--- src/rtl/stopwatch_ctrl.sv ---
// Two-button stopwatch: synchronised/debounced buttons, 10 ms prescaler, BCD SS.hh time with lap freeze.
// Each button lane runs 2-FF sync -> debounce -> one-cycle press pulse on a stable rising level.

module stopwatch_btn #(
  parameter int DB_CNT = 500000
) (
  input  logic CLK,
  input  logic RESET,
  input  logic raw,
  output logic press
);
  localparam int CW = (DB_CNT > 1) ? $clog2(DB_CNT) : 1;

  logic          s1, s2, stable;
  logic [CW-1:0] cnt;

  always_ff @(posedge CLK or negedge RESET) begin
    if (!RESET) begin
      s1     <= 1'b0;
      s2     <= 1'b0;
      stable <= 1'b0;
      cnt    <= '0;
      press  <= 1'b0;
    end else begin
      s1    <= raw;
      s2    <= s1;
      press <= 1'b0;
      if (s2 == stable) begin
        cnt <= '0;
      end else if (cnt == CW'(DB_CNT - 1)) begin
        // DB_CNT-th consecutive mismatch: accept the new level, pulse only on press
        stable <= s2;
        cnt    <= '0;
        press  <= s2;
      end else begin
        cnt <= cnt + 1'b1;
      end
    end
  end
endmodule

module stopwatch_ctrl #(
  parameter int TICK_DIV = 1000000,
  parameter int DB_CNT   = 500000
) (
  input  logic        CLK,
  input  logic        RESET,
  input  logic        BTN_SS,
  input  logic        BTN_LC,
  output logic [15:0] DIGITS,
  output logic        RUNNING,
  output logic        LAP,
  output logic        TICK
);
  localparam int PW = $clog2(TICK_DIV);

  typedef enum logic [1:0] {S_IDLE, S_RUN, S_LAP, S_STOP} state_t;

  state_t          state, st_n;
  logic [PW-1:0]   pre, pre_n, pre_adv;
  logic [15:0]     tm, tm_n, tm_adv;
  logic [15:0]     lapv, lapv_n;
  logic [1:0]      press;
  logic            ev_ss, ev_lc, run_c, tick_c;

  stopwatch_btn #(.DB_CNT(DB_CNT)) u_btn [1:0] (
    .CLK   (CLK),
    .RESET (RESET),
    .raw   ({BTN_LC, BTN_SS}),
    .press (press)
  );

  assign ev_ss = press[0];
  assign ev_lc = press[1];

  function automatic logic [15:0] bcd_inc(input logic [15:0] t);
    logic [15:0] r;
    r = t;
    if (t[3:0] != 4'd9) r[3:0] = t[3:0] + 4'd1;
    else begin
      r[3:0] = 4'd0;
      if (t[7:4] != 4'd9) r[7:4] = t[7:4] + 4'd1;
      else begin
        r[7:4] = 4'd0;
        if (t[11:8] != 4'd9) r[11:8] = t[11:8] + 4'd1;
        else begin
          r[11:8]  = 4'd0;
          r[15:12] = (t[15:12] == 4'd5) ? 4'd0 : t[15:12] + 4'd1;
        end
      end
    end
    return r;
  endfunction

  always_comb begin
    run_c   = (state == S_RUN) || (state == S_LAP);
    tick_c  = run_c && (pre == PW'(TICK_DIV - 1));
    pre_adv = tick_c ? '0 : pre + 1'b1;
    tm_adv  = tick_c ? bcd_inc(tm) : tm;
  end

  // Counting continues through the transition cycle; lap captures the post-tick value.
  always_comb begin
    st_n   = state;
    pre_n  = pre;
    tm_n   = tm;
    lapv_n = lapv;
    if (run_c) begin
      pre_n = pre_adv;
      tm_n  = tm_adv;
    end
    case (state)
      S_IDLE: if (ev_ss) st_n = S_RUN;
      S_RUN: begin
        if (ev_ss) st_n = S_STOP;
        else if (ev_lc) begin
          st_n   = S_LAP;
          lapv_n = tm_adv;
        end
      end
      S_LAP: begin
        if (ev_ss)      st_n = S_STOP;
        else if (ev_lc) st_n = S_RUN;
      end
      S_STOP: begin
        if (ev_ss) st_n = S_RUN;
        else if (ev_lc) begin
          st_n  = S_IDLE;
          tm_n  = '0;
          pre_n = '0;
        end
      end
      default: st_n = S_IDLE;
    endcase
  end

  always_ff @(posedge CLK or negedge RESET) begin
    if (!RESET) begin
      state   <= S_IDLE;
      pre     <= '0;
      tm      <= '0;
      lapv    <= '0;
      DIGITS  <= '0;
      RUNNING <= 1'b0;
      LAP     <= 1'b0;
    end else begin
      state   <= st_n;
      pre     <= pre_n;
      tm      <= tm_n;
      lapv    <= lapv_n;
      DIGITS  <= (st_n == S_LAP) ? lapv_n : tm_n;
      RUNNING <= (st_n == S_RUN) || (st_n == S_LAP);
      LAP     <= (st_n == S_LAP);
    end
  end

  assign TICK = RUNNING && (pre == PW'(TICK_DIV - 1));
endmodule

--- config.mk ---
export PLATFORM = sky130hd
export DESIGN_NAME = stopwatch_ctrl
export DESIGN_NICKNAME = d
export VERILOG_FILES = /design/src/rtl/stopwatch_ctrl.sv
export SDC_FILE = /design/constraint.sdc
export NUM_CORES = 1
export LEC_CHECK = 0
export BUFFER_PORTS_ARGS = -buffer_cell sky130_fd_sc_hd__buf_2
export CORE_ASPECT_RATIO = 0.5
export CORE_MARGIN = 2
export CORE_UTILIZATION = 38
export DETAILED_ROUTE_END_ITERATION = 10
export GPL_ROUTABILITY_DRIVEN = 1
export HOLD_SLACK_MARGIN = 0.03
export PLACE_DENSITY = 0.58
export SYNTH_ARGS = -nofsm -noshare
export SYNTH_HDL_FRONTEND = slang
export SYNTH_SLANG_ARGS = --single-unit
--- constraint.sdc ---
create_clock -name CLK -period 3.5 [get_ports CLK]
set_input_delay 0 -clock CLK [delete_from_list [all_inputs] [get_ports CLK]]
set_output_delay 0 -clock CLK [all_outputs]
set_load 0.005 [all_outputs]
## After elaboration in Yosys (flattened, before gate mapping)

Cells that the tools add are included.
Widths: inputs -> output; s select.

| word-level totals | value |
|---|---|
| bits in registers | 118 |
| output and inout port bits | 19 |
| logic and storage cells | 84 |

| operators by class | value |
|---|---|
| bitwise gates (word level) | 2 |
| add/sub/neg operators | 7 |
| multiplexer cells | 37 |
| eq/ne operators | 14 |
| reduce and logical (&&, ||, !) cells | 7 |

Operators by type and width:

| kind | number |
|---|---|
| $mux 16 | 9 |
| $mux 20 | 5 |
| $mux 19 | 4 |
| $add 19x1->19 const B | 2 |
| $eq 19x19->1 const B | 2 |
| $add 20x1->20 const B | 1 |
| $eq 20x20->1 const B | 1 |
| $mux 4 | 5 |
| $add 4x1->4 const B | 4 |
| $mux 2 | 7 |
| $mux 12 | 1 |
| $ne 4x4->1 const B | 3 |
| $mux 8 | 1 |
| $pmux 2 s4 | 1 |
| $eq 2x2->1 const B | 3 |
| $eq 2x1->1 const B | 2 |
| $eq 4x3->1 const B | 1 |
| $mux 1 | 4 |
| $reduce_and 2->1 | 2 |
| $eq 1x1->1 | 2 |
| $logic_and 1x1->1 | 2 |
| $logic_not 2->1 | 1 |
| $logic_or 1x1->1 | 2 |
| $not 1->1 | 2 |

## Logic depth before layout (Yosys ltp)

| logic depth | value |
|---|---|
| depth in word-level cells | 11 |
| gate-level depth with buffers | 13 |
| mapped depth without buffers | 12 |

## Hierarchy

From an unflattened synthesis, not the netlist that was laid out.

| second synthesis, totals | value |
|---|---|
| cell total of the unflattened synthesis | 560 |
| area, all modules | 5736.8 um^2 |

Modules (own cells, without submodules):

| module | times used | cells an instance | seq. area each (um^2) | area an instance (um^2) |
|---|---|---|---|---|
| stopwatch_ctrl | 1 | 344 | 1801.7 | 3473.3 |
| stopwatch_btn (u_btn[1]) | 1 | 106 | 575.6 | 1144.8 |
| stopwatch_btn (u_btn[0]) | 1 | 110 | 575.6 | 1118.6 |

## Worst setup path before layout

OpenSTA, ideal clock, no wires.

| timing | value |
|---|---|
| path type | reg2reg |
| start point | reg pre[0] |
| end point | reg DIGITS[14] |
| setup time | 133 ps |
| data arrival time | 2299 ps |
| buffers on the path | 2 |
| data required time | 3367 ps |
| stages on the path, launching flop included | 9 |
| path slack | 1068 ps |
| path through | dfrtp_1 > ha_1 > clkbuf_1 > nand4_1 > or4_1 > buf_2 > or4_4 > a21oi_2 > o221ai_2 |

| between the ends | value |
|---|---|
| longest elaborated chain between the ends | 8 |
| elaborated cells on any way between the ends | 11 |
| those cells by class | 1 x eq/ne; 9 x mux; 1 x reduce/logical |

Ends and longest elaborated chain:

| item | RTL line | RTL |
|---|---|---|
| start: declaration | 60 | `logic [PW-1:0] pre, pre_n, pre_adv;` |
| start signal: assignment | 148 | `pre <= pre_n;` |
| $eq 20x20->1 (*) | 97 | `tick_c = run_c && (pre == PW'(TICK_DIV - 1));` |
| $logic_and 1x1->1 (*) | 97 |  |
| $mux 16 (*) | 99 | `tm_adv = tick_c ? bcd_inc(tm) : tm;` |
| $mux 16 | 108 | `if (run_c) begin` |
| $mux 16 | 127 | `else if (ev_lc) begin` |
| $mux 16 | 126 | `if (ev_ss) st_n = S_RUN;` |
| $mux 16 | 112 | `case (state)` |
| $mux 16 (*) | 151 | `DIGITS <= (st_n == S_LAP) ? lapv_n : tm_n;` |
| end signal: assignment | 151 |  |
| end: declaration | 50 | `output logic [15:0] DIGITS,` |

Every way passes the cells marked *; elsewhere a longest branch is shown, timed or not.
A chain may end at the register's enable or synchronous reset.

## Worst setup path in the final report

| timing | value |
|---|---|
| start point | reg state[1] |
| end point | reg DIGITS[5] |

| between the ends | value |
|---|---|
| longest elaborated chain between the ends | 9 |
| elaborated cells on any way between the ends | 24 |
| those cells by class | 4 x eq/ne; 17 x mux; 3 x reduce/logical |

Ends and longest elaborated chain:

| item | RTL line | RTL |
|---|---|---|
| start: declaration | 59 | `state_t state, st_n;` |
| start signal: assignment | 147 | `state <= st_n;` |
| $eq 2x1->1 / $eq 2x2->1 (equally long branches) | 96, 112 |  |
| $logic_or 1x1->1 | 96 | `run_c = (state == S_RUN) \|\| (state == S_LAP);` |
| $logic_and 1x1->1 | 97 |  |
| $mux 16 | 99 |  |
| $mux 16 | 108 |  |
| $mux 16 | 127 |  |
| $mux 16 | 126 |  |
| $mux 16 | 112 |  |
| $mux 16 (*) | 151 |  |

Marked as above.

==> out/qor.yml <==
status: "complete, no violations"
end_kind: "register"
antenna_found_initial: 0
final_nets: 606
seq_area_frac_synth_pct: 53.58
synth_area_leaders: "dfrtp_1 (54%), nor2_1 (7.2%), xnor2_1 (6.0%)"
cp_max_fo: 12
worstMarginPinSlew_ps: 728.6
hold_class: "in2async"
synthesis.area_sq_mm: 0.005512
postCtsSetupRepairBufs: 0
cp_cell_sequence: "inv_1 -> ha_1 -> buf_4 -> nand2_1 -> nor4_1 -> nor4b_1 -> a21oi_1 -> o32ai_1"
pin_count: 23
diodes: 0
die_y_um: 89.16
rrSetupSlack_ps: 910
grt_pass1_vias: 3821
synth_top_area_cell: "dfrtp_1"
htreeDepth: 4
dp_hpwl_mm: 7.274
cp.arrival_ps: 2900
grt_pass1_wl_mm: 18.65
power.leakage_nw: 2.860
ys_warn_count: 0
wl_per_cell_um: 13.49
core_area_sq_mm: 0.01431
synth_nets: 573
rsz0062_at_grt: "no"
grt_max_degree: 57
pre_cts_ws_ps: 920.9
synth_edf_count: 0
overflow: 0
hold_buffers: 3
grt.total_usage_pct: 15.28
path_class: "reg2reg"
path_buf_inv: 2
antenna_left: 0
cts_buffers: 17
wl_mm: 10.86
max-slew-margin-rel_pct: 51.42
port_buffers: 22
finalClockSkew_ps: 8.349
clk_latency_ps: 410
hold_viol_final: 0
cpLargestDelayFamily: "simple AND/OR/NAND/NOR gates"
cts-root-buf: "clkbuf_16"
drive_above_1_share_pct: 12.36
via_per_inst: 4.925
initial_utilization_pct: 38.51
vias: 3965
period_share_pct: 74.05
die_area_sq_mm: 0.01554
drtIter0Drc: 194
syn_to_final_growth_pct: 18.09
drt-pass1-iter-count: 5
syn_area_per_cell_sq_um: 9.824
die_w_um: 174.3
cts_resized: 0
synth.distinct_cells: 53
peakVddDrop_mv: 0.3139
clk_path_buf_depth: 2
fin_crit_ps: 2592
ys_async_sr_fraction_pct: 100.0
final_cell_mix: "dfrtp_1 (118), nor2_1 (105), nand2_1 (43)"
drc: 0
synth-seq-cells: 118
synth-main-ff-cell: "dfrtp_1"
start_kind: "register"
cts_sinks: 118
required_ps: 3800
slowest_delay_ps: 650
setup_violations: 0
cap_violations: 0
slew_viol_final: 0
final_common_cell: "dfrtp_1"
tns_ps: 0
yosysTopAreaCellShare_pct: 53.58
critPathSlowestCell: "nor4_1"
power_density_mw_per_mm2: 496.7
clkSlewWorstSetupHoldPaths_ps: 60
cts_tree: "built"
worst_slack_ps: 908.4
fmax_mhz: 385.9
rows: 31
gp_congestion: 0.7721
postSynthCellCount: 561
[worst paths after layout]
| kind | startpoint | endpoint | depth (start not counted) |
|---|---|---|---|
| worst min register to register | u_btn[0].s1 | u_btn[0].s2 | 0 |
| worst min-delay path | RESET | u_btn[0].cnt[8] | 2 |
| max in group asynchronous | RESET | lapv[8] | 3 |
| min in group CLK | BTN_SS | u_btn[0].s1 | 2 |
| worst max-delay path | state[1] | DIGITS[5] | 8 |
| worst max register to register | state[1] | DIGITS[5] | 8 |
[area by class of cell]
class	count	area, sq um
well taps	198	247.7
flip-flops and latches	118	2953
inverters	19	71.32
multi-input cells	404	2411
clock buffers	18	439.2
repair buffers	34	210.2
clock inverters	14	176.4
fillers	1358	7804
[power by group]
part           internal [mW]  leakage [nW]  switching [mW]
Sequential              1.37          1.64         0.00794
Clock                   1.14         0.285           0.658
Combinational         0.0121         0.940          0.0387
[worst register-to-register path, stage by stage, from the launching register on]
cell	delay, ps
dfrtp_1	400
inv_1	80
ha_1	320
buf_4	190
nand2_1	110
nor4_1	650
nor4b_1	400
a21oi_1	100
o32ai_1	240
[flip-flops by register name, summed over array words and instances (netlist names)]
register	flops
state	2
tm	16
lapv	16
u_btn.stable	2
DIGITS	16
u_btn.press	2
u_btn.s2	2
LAP	1
u_btn.s1	2
RUNNING	1
pre	20
u_btn.cnt	38
[cell families (layout without fill, tap and decap cells)]
group / Yosys count / count (layout) / synth area share [%]
adder cells (fa/ha/maj): 8 / 8 / 1.816
AND/OR/NAND/NOR: 268 / 268 / 24.02
flip-flops: 118 / 118 / 53.58
XOR/XNOR: 60 / 60 / 9.535
AO/OA/AOI/OAI: 61 / 61 / 7.038
multiplexers: 7 / 7 / 1.339
buffers and inverters: 39 / 85 / 2.679
[layer usage]
metal	GRT usage [%]	wire length, um	vias to the layer above
li1	-	-	2002
met2	24.96	4928	40
met1	20.02	5539	1910
met4	5.271	112	0
met3	4.124	279	13
met5	0	0	-
[through the flow]
step / std cells / util (%) / hold slack (ps) / area, sq um / total power, mW
6_report: 805 / 45.48 / 184.0 / 6509 / 3.233
5_1_grt: 805 / 45.48 / 227.4 / 6509 / 3.345
4_1_cts: 805 / 45.48 / 203.6 / 6509 / 3.268
3_5_place_dp: 770 / 40.97 / 111.1 / 5863 / 1.456
3_3_place_gp: 770 / 40.97 / 107.5 / 5863 / 1.456
2_1_floorplan: 561 / - / -295.6 / 5512 / 1.419
[cells in the mapped netlist (2+ instances only)]
cell / count
buf_1: 3
or3_1: 5
a31oi_1: 4
nor3_1: 12
xnor2_1: 38
o41ai_1: 3
inv_1: 19
ha_1: 8
and3b_1: 2
or4_1: 4
and3_1: 7
and2_1: 3
nor4b_1: 4
mux2i_1: 4
nand3_1: 26
clkbuf_1: 16
nor2b_1: 7
or2_2: 3
xor2_1: 22
a21oi_1: 16
o21ai_0: 21
nor3b_1: 2
mux2_2: 3
a21o_1: 2
nor2_1: 105
and4_1: 6
nand4_1: 17
nor4_1: 14
dfrtp_1: 118
nand2_1: 43
o2bb2ai_1: 2
Note: power is estimated with default switching activity, not from simulation.
